===== config.mk =====
export PLATFORM = sky130hd
export DESIGN_NAME = regfile_scoreboard_flat
export DESIGN_NICKNAME = d
export VERILOG_FILES = /design/src/rtl/regfile_scoreboard_if.sv /design/src/rtl/regfile_scoreboard.sv /design/src/flat_wrapper.sv
export SDC_FILE = /design/constraint.sdc
export NUM_CORES = 2
export LEC_CHECK = 0
export ABC_AREA = 1
export BUFFER_PORTS_ARGS = -buffer_cell sky130_fd_sc_hd__clkbuf_2
export CAP_MARGIN = 20
export CORE_MARGIN = 3
export CORE_UTILIZATION = 25
export CTS_CLUSTER_SIZE = 25
export DETAILED_ROUTE_END_ITERATION = 8
export GPL_TIMING_DRIVEN = 0
export MAX_ROUTING_LAYER = met4
export SLEW_MARGIN = 0
export SYNTH_ARGS = -nofsm -noshare
export SYNTH_HDL_FRONTEND = slang
export SYNTH_SLANG_ARGS = --single-unit

===== constraint.sdc =====
create_clock -name clk -period 2.32 [get_ports clk]
set_input_delay 0 -clock clk [delete_from_list [all_inputs] [get_ports clk]]
set_output_delay 0 -clock clk [all_outputs]
set_load 0.02 [all_outputs]

===== src/rtl/regfile_scoreboard_if.sv =====
// Register-file/scoreboard port bundle between decode, write-back and the file.
// master drives reads/issue/write-back/trigger; slave is the register file.
interface regfile_scoreboard_if #(
    parameter int ADDRESS_WIDTH = 5,
    parameter int DATA_WIDTH    = 32,
    parameter int READ_PORTS    = 2
);
    localparam int NREG = 2 ** ADDRESS_WIDTH;

    logic [READ_PORTS*ADDRESS_WIDTH-1:0] rd_addr_i;
    logic [READ_PORTS*DATA_WIDTH-1:0]    rd_data_o;
    logic [READ_PORTS-1:0]               rd_busy_o;
    logic                                issue_valid_i;
    logic [ADDRESS_WIDTH-1:0]            issue_addr_i;
    logic                                wb_valid_i;
    logic [ADDRESS_WIDTH-1:0]            wb_addr_i;
    logic [DATA_WIDTH-1:0]               wb_data_i;
    logic                                trigger_i;
    logic [DATA_WIDTH-1:0]               a0_o;
    logic [NREG-1:0]                     busy_o;

    modport master (
        output rd_addr_i, issue_valid_i, issue_addr_i,
        output wb_valid_i, wb_addr_i, wb_data_i, trigger_i,
        input  rd_data_o, rd_busy_o, a0_o, busy_o
    );

    modport slave (
        input  rd_addr_i, issue_valid_i, issue_addr_i,
        input  wb_valid_i, wb_addr_i, wb_data_i, trigger_i,
        output rd_data_o, rd_busy_o, a0_o, busy_o
    );
endinterface


===== src/rtl/regfile_scoreboard.sv =====
// Multi-port register file with busy scoreboard, trigger write and a0 tap.
// Optional REGFILE_BYPASS_EN: forward same-cycle write-back/trigger to reads.
module regfile_scoreboard #(
    parameter int ADDRESS_WIDTH = 5,
    parameter int DATA_WIDTH    = 32,
    parameter int READ_PORTS    = 2,
    parameter int TRIGGER_REG   = 5,
    parameter int A0_REG        = 10
) (
    input logic clk,
    input logic rst_n,
    regfile_scoreboard_if.slave bus
);
    localparam int AW   = ADDRESS_WIDTH;
    localparam int DW   = DATA_WIDTH;
    localparam int NREG = 2 ** AW;
    localparam logic [AW-1:0] LP_TRIG = AW'(TRIGGER_REG);
    localparam logic [AW-1:0] LP_A0   = AW'(A0_REG);

    logic [DW-1:0]            r_regs [NREG];
    logic [NREG-1:0]          r_busy;
    logic                     r_trig_q;

    logic                     w_trig_edge;
    logic [NREG-1:0]          w_busy_next;
    logic [AW-1:0]            w_addr;
    logic [READ_PORTS*DW-1:0] w_rd_data;
    logic [READ_PORTS-1:0]    w_rd_busy;

    assign w_trig_edge = bus.trigger_i & ~r_trig_q;

    // Next scoreboard: write-back clears first, issue sets after so it wins.
    always_comb begin
        w_busy_next = r_busy;
        if (bus.wb_valid_i)
            w_busy_next[bus.wb_addr_i] = 1'b0;
        if (bus.issue_valid_i && bus.issue_addr_i != '0)
            w_busy_next[bus.issue_addr_i] = 1'b1;
        w_busy_next[0] = 1'b0;
    end

    // Register array, scoreboard and trigger history; trigger beats write-back.
    always_ff @(posedge clk) begin
        if (!rst_n) begin
            for (int i = 0; i < NREG; i++)
                r_regs[i] <= '0;
            r_busy   <= '0;
            r_trig_q <= 1'b0;
        end else begin
            r_trig_q <= bus.trigger_i;
            r_busy   <= w_busy_next;
            if (bus.wb_valid_i && bus.wb_addr_i != '0)
                r_regs[bus.wb_addr_i] <= bus.wb_data_i;
            if (w_trig_edge && LP_TRIG != '0)
                r_regs[LP_TRIG] <= DW'(1);
        end
    end

    // Combinational read ports, with optional same-cycle forwarding.
    always_comb begin
        w_rd_data = '0;
        w_rd_busy = '0;
        w_addr    = '0;
        for (int k = 0; k < READ_PORTS; k++) begin
            w_addr = bus.rd_addr_i[k*AW +: AW];
            if (w_addr != '0) begin
                w_rd_data[k*DW +: DW] = r_regs[w_addr];
                w_rd_busy[k]          = r_busy[w_addr];
`ifdef REGFILE_BYPASS_EN
                if (bus.wb_valid_i && bus.wb_addr_i == w_addr) begin
                    w_rd_data[k*DW +: DW] = bus.wb_data_i;
                    w_rd_busy[k] = bus.issue_valid_i &&
                                   bus.issue_addr_i == w_addr;
                end
                if (w_trig_edge && w_addr == LP_TRIG)
                    w_rd_data[k*DW +: DW] = DW'(1);
`endif
            end
        end
    end

    assign bus.rd_data_o = w_rd_data;
    assign bus.rd_busy_o = w_rd_busy;
    assign bus.a0_o      = r_regs[LP_A0];
    assign bus.busy_o    = r_busy;
endmodule


===== src/flat_wrapper.sv =====
// flat-port wrapper written by rule: the top's interface ports become plain ports
module regfile_scoreboard_flat 
#(
    parameter int ADDRESS_WIDTH = 5,
    parameter int DATA_WIDTH    = 32,
    parameter int READ_PORTS    = 2,
    parameter int TRIGGER_REG   = 5,
    parameter int A0_REG        = 10
)
  (clk, rst_n, bus_rd_addr_i, bus_issue_valid_i, bus_issue_addr_i, bus_wb_valid_i, bus_wb_addr_i, bus_wb_data_i, bus_trigger_i, bus_rd_data_o, bus_rd_busy_o, bus_a0_o, bus_busy_o);
  regfile_scoreboard_if #(.ADDRESS_WIDTH(ADDRESS_WIDTH), .DATA_WIDTH(DATA_WIDTH), .READ_PORTS(READ_PORTS)) bus_i ();
  input logic clk;
  input logic rst_n;
  input wire logic [$bits(bus_i.rd_addr_i)-1:0] bus_rd_addr_i;
  input wire logic [$bits(bus_i.issue_valid_i)-1:0] bus_issue_valid_i;
  input wire logic [$bits(bus_i.issue_addr_i)-1:0] bus_issue_addr_i;
  input wire logic [$bits(bus_i.wb_valid_i)-1:0] bus_wb_valid_i;
  input wire logic [$bits(bus_i.wb_addr_i)-1:0] bus_wb_addr_i;
  input wire logic [$bits(bus_i.wb_data_i)-1:0] bus_wb_data_i;
  input wire logic [$bits(bus_i.trigger_i)-1:0] bus_trigger_i;
  output wire logic [$bits(bus_i.rd_data_o)-1:0] bus_rd_data_o;
  output wire logic [$bits(bus_i.rd_busy_o)-1:0] bus_rd_busy_o;
  output wire logic [$bits(bus_i.a0_o)-1:0] bus_a0_o;
  output wire logic [$bits(bus_i.busy_o)-1:0] bus_busy_o;
  assign bus_i.rd_addr_i = bus_rd_addr_i;
  assign bus_i.issue_valid_i = bus_issue_valid_i;
  assign bus_i.issue_addr_i = bus_issue_addr_i;
  assign bus_i.wb_valid_i = bus_wb_valid_i;
  assign bus_i.wb_addr_i = bus_wb_addr_i;
  assign bus_i.wb_data_i = bus_wb_data_i;
  assign bus_i.trigger_i = bus_trigger_i;
  assign bus_rd_data_o = bus_i.rd_data_o;
  assign bus_rd_busy_o = bus_i.rd_busy_o;
  assign bus_a0_o = bus_i.a0_o;
  assign bus_busy_o = bus_i.busy_o;
  regfile_scoreboard #(.ADDRESS_WIDTH(ADDRESS_WIDTH), .DATA_WIDTH(DATA_WIDTH), .READ_PORTS(READ_PORTS), .TRIGGER_REG(TRIGGER_REG), .A0_REG(A0_REG)) u_core (.clk(clk), .rst_n(rst_n), .bus(bus_i));
endmodule

### After elaboration in Yosys (flattened, before gate mapping)

Memories as Yosys holds them, arrays and structs flattened.
Cells that the tools add are included.

| storage, ports and cells | value |
|---|---|
| register bits after elaboration | 33 |
| output and inout port bits | 130 |
| memory bits (writable) | 1024 |
| ROM bits | 0 |
| bits in latches | 0 |
| logic and storage cells | 54 |
| memories kept | 1 |

Memories:

| name | words | width | read ports | clocked after Yosys merged registers in | write ports | RTL line | text |
|---|---|---|---|---|---|---|---|
| u_core.r_regs | 32 | 32 | 3 | 0 | 32 | regfile_scoreboard.sv:20 | `logic [DW-1:0] r_regs [NREG];` |

| cells by class | value |
|---|---|
| shift-type cells | 0 |
| eq/ne operators | 1 |
| divide/modulo/power cells | 0 |
| reduce and logical (&&, ||, !) cells | 9 |
| add/sub/neg operators | 0 |
| mux-type cells | 25 |
| order comparisons | 6 |
| bitwise logic cells | 9 |
| multiply operators | 0 |

Operators with widths:

| kind | count |
|---|---|
| 2-to-1 mux 32 bit | 6 |
| bitwise AND 32 bit | 1 |
| NOT 32 bit | 1 |
| OR 32 bit | 1 |
| OR reduction 32 bit | 1 |
| less-than comparator 5 x 6 -> 1 bit (second input constant) | 4 |
| nonzero test 5 bit | 4 |
| 2-to-1 mux 1 bit | 14 |
| binary-select mux 1 bit (select 5 bit) | 2 |
| demux 1 bit (select 5 bit) | 2 |
| >= comparator 5 x 1 -> 1 bit (second input constant) | 2 |
| equality test 5 bit (second input constant) | 1 |
| 2-to-1 mux 5 bit | 1 |
| logical AND 1 bit | 4 |
| bitwise AND 1 bit | 3 |
| NOT 1 bit | 2 |
| OR 1 bit | 1 |

### Depth between registers and ports, before layout

| depth | value |
|---|---|
| word-level depth | 10 |
| gate-level depth with buffers | 12 |

### Worst setup path after synthesis

Ideal clock, no wire load.

| path | value |
|---|---|
| kind | input to register |
| from | in bus_wb_addr_i[4] |
| to | mem u_core.r_regs[24][0] (netlist bit) (enable) |
| path buffers | 2 |
| arrival time | 1.756 ns |
| stages on the path | 8 |
| setup slack | 0.087 ns |
| setup time | 0.478 ns |
| cells stage by stage | nor3_1 nand2_1 nand3_1 a21oi_1 buf_2 nand3_1 buf_2 nand2_1 |

RTL lines:

| item | RTL line | text |
|---|---|---|
| from (decl) | flat_wrapper.sv:18 | `input wire logic [$bits(bus_i.wb_addr_i)-1:0] bus_wb_addr_i;` |
| to (decl) | regfile_scoreboard.sv:20 |  |

### Worst setup path after layout

| path | value |
|---|---|
| from | in bus_rd_addr_i[0] |
| to | out bus_rd_data_o[17] |

| between the ends | value |
|---|---|
| word-level cells in the longest chain between the ends | 2 |
| elaborated cells between the ends (all ways) | 3 |

RTL lines:

| item | RTL line | text |
|---|---|---|
| from (decl) | flat_wrapper.sv:14 | `input wire logic [$bits(bus_i.rd_addr_i)-1:0] bus_rd_addr_i;` |
| memory (32 x 32 bit) or nonzero test 5 bit (tied branches) | n/a |  |
| 2-to-1 mux 32 bit * | regfile_scoreboard.sv:66 | `if (w_addr != '0) begin` |
| to (decl) | flat_wrapper.sv:21 | `output wire logic [$bits(bus_i.rd_data_o)-1:0] bus_rd_data_o;` |

Mark *: on every way between the ends. The rest lies on a longest branch, timed or not.

==> run_results.csv <==
group,metric,value,unit
detailed_routing,wl,426,mm
die,die_w,489,µm
critical_path,r2r-start,"u_core.r_trig_q$_SDFF_PN0_",
sta,finalWorstSetupSlack,-369,ps
finish,nNetsFinal,8264,
clock_network,clock_path_buffers,3,
sta,fmax,372,MHz
power,p_leak,31.2,nW
grt,grt_pass1_wl,549,mm
placement,gp_congestion,1.10,
sta,fin_skew,33.8,ps
critical_path,critPathArrivalTime,2690,ps
clock_network,clkTransAtPathRegs,60,ps
detailed_routing,via_per_inst,5.83,
finish,fin_cells,11400,
logic_synthesis,synth-main-ff-cell,"edfxtp_1",
die,core,231000,µm²
logic_synthesis,synth_edf_count,1024,
power,vdd_drop_max,0.538,mV
sta,relSlewSlack,15.6,%
status,status,"finished with violations",
power,p_total,54.8,mW
power,power_density,719,nW/µm²
grt,grt_max_degree,27,
sta,setup_viol,92,
placement,placed_cells,10900,
sta,hold_viol_final,0,
finish,utilization,33.0,%
grt,antenna_found_initial,35,
logic_synthesis,seq_area_frac_synth,53.9,%
clock_network,cts.sinks,1056,
status,violations,"negative setup slack",
detailed_routing,num_vias,66200,
sta,min_period,2690,ps
grt,grt_overflow,0,
sta,period_share,116,%
logic_synthesis,syn_area_per_cell,7.71,µm²
die,dieArea,239000,µm²
die,rows,176,
flow_run,drv_cap,0,
min_path,min_path_type,"in2reg",
min_path,min_from,"bus_wb_addr_i[2]",
critical_path,critical_path_required,2320,ps
sta,rsz0062_at_grt,"yes",
grt,grt_use_total,35.5,%
sta,worst_pin_slew,1270,ps
finish,areaGrowthSynthToFinish,30.8,%
die,io_pins,187,
clock_network,htreeDepth,4,
critical_path,crit_type,"in2out",
logic_synthesis,yosysMostFrequentCell,"nand2_1",
logic_synthesis,yosys.area.top_type_share,52.8,%
critical_path,start_kind,"input pin",
detailed_routing,drc_errors,0,
placement,io_buffers,178,
detailed_routing,drt_iter0_drc,12300,
detailed_routing,firstDrtPassIters,7,
logic_synthesis,netlist_area,58300,µm²
sta,maxSlewViolCount,0,
clock_network,clk_latency,840,ps
logic_synthesis,ys_async_sr_fraction,0,%
die,initial_core_util,25.2,%
critical_path,worstSetupStartpoint,"bus_rd_addr_i[0]",
die,die_height,489,µm
logic_synthesis,netlist_instances,7560,
clock_network,clockRootBuffer,"clkbuf_16",
finish,drive_above_1_share,19.4,%
clock_network,numCtsBuffers,131,
logic_synthesis,ys_top_cells_by_count,"nand2_1 (2,686), nand3_1 (1,482), nor2_1 (1,297)",
clock_network,cts_tree,"built",
grt,grt_pass1_vias,59700,
critical_path,cp_max_fo,10,
critical_path,crit_path_end_kind,"output port",
detailed_routing,wl_per_cell,37.5,µm
placement,hpwl,312,mm
logic_synthesis,synth_cell_types,18,
logic_synthesis,synth.area.top_cells,"edfxtp_1 (53%), nand2_1 (17%), nand3_1 (13%)",
logic_synthesis,synth-seq-cells,1056,
logic_synthesis,synth_top_area_cell,"edfxtp_1",
sta,setup_tns,-8420,ps
logic_synthesis,yosys_warnings,0,
detailed_routing,ant_nets,0,
## sequential cells by signal, indices dropped and copies added, names as in the netlist
register,cells
u_core.bus.busy_o,31
u_core.r_regs,1024
u_core.r_trig_q,1
## path summary, 6_finish.rpt
kind	end	slack, ps	depth (start not counted)
worst max-delay path	bus_rd_data_o[17]	-370	12
worst min-delay path	u_core.r_regs[25][1]$_SDFFCE_PN0P_	70	5
worst min register to register	u_core.bus.busy_o[2]$_SDFF_PN0_	520	2
worst max register to register	u_core.r_regs[28][22]$_SDFFCE_PN0P_	-20	6
## metal layers
metal	share of wire (%)	track usage [%]	vias to the layer above	routed length [µm]
met4	9.3	25.8	0	39700
met2	40	49.0	6207	173000
met5	0	-	-	0
li1	-	-	26300	-
met3	14	12.9	1614	61200
met1	36	42.2	32100	153000
## area by class of cell
class | instances | area (µm²)
clock inverter | 57 | 582
multi-input combinational | 5794 | 27100
buffer | 662 | 3960
sequential | 1056 | 31400
antenna | 33 | 82.6
tap | 3026 | 3790
clock buffer | 167 | 3490
timing repair buffer | 475 | 5480
fill | 24300 | 155000
inverter | 87 | 340
## layout by cell type (no fill, tap or decap), types with 34 or more instances in the layout
| cell type | count |
|---|---|
| clkbuf_4 | 85 |
| clkbuf_16 | 134 |
| inv_1 | 78 |
| nand3_1 | 1330 |
| nand2_4 | 71 |
| buf_2 | 110 |
| edfxtp_1 | 1024 |
| buf_4 | 147 |
| buf_12 | 54 |
| clkbuf_2 | 283 |
| o21ai_0 | 96 |
| nand2_1 | 2502 |
| a21oi_1 | 96 |
| clkbuf_1 | 168 |
| nor2_1 | 1139 |
| clkbuf_8 | 34 |
| dlygate4sd3_1 | 81 |
| nor2_2 | 41 |
| buf_8 | 108 |
| nand2_2 | 106 |
| buf_6 | 53 |
| nor2_4 | 117 |
| nand3_2 | 133 |
| o21ai_1 | 39 |
## power breakdown
| group | internal [mW] | switching [mW] |
|---|---|---|
| Clock | 11.4 | 9.42 |
| Sequential | 21.9 | 0.673 |
| Combinational | 2.99 | 8.35 |
| Total | 36.3 | 18.4 |
## through the flow
stage,setup slack (ps),hold WS [ps],area (µm²)
global route,-357,64.9,76100
CTS,-274,1.74,74600
floorplan,86.7,97.6,58400
finish,-369,68.6,76200
global placement,-2830,214,63100
detailed placement,-2220,208,65400
## critical path, cell delays in order
cell             delay [ps]
clkbuf_2                240
inv_4                   150
clkdlybuf4s15_1         700
nand2_1                 210
nand3_1                 110
nand3_1                 120
nand2_1                  80
nand2_1                 120
nand2_2                 160
nor2_4                  540
nor2_4                   80
buf_8                   150
## logic make-up after synthesis
kind of cell / after synthesis / share of synthesized area (%)
AND/OR/NAND/NOR: 5487 / 38.6
AO/OA/AOI/OAI: 267 / 2.31
other: 1 / 0.00644
flip-flops: 1056 / 53.9
buffers and inverters: 749 / 5.21
## what timing repair did
item,4_1_cts,5_1_grt
hold buffers,80,1
setup endpoints to repair,1592,561
buffers inserted,68,10
cloned,7,0
hold endpoints to repair,251,6
resized for setup,1197,411
pin swaps,150,234
Power figures use the tool's default switching activity.
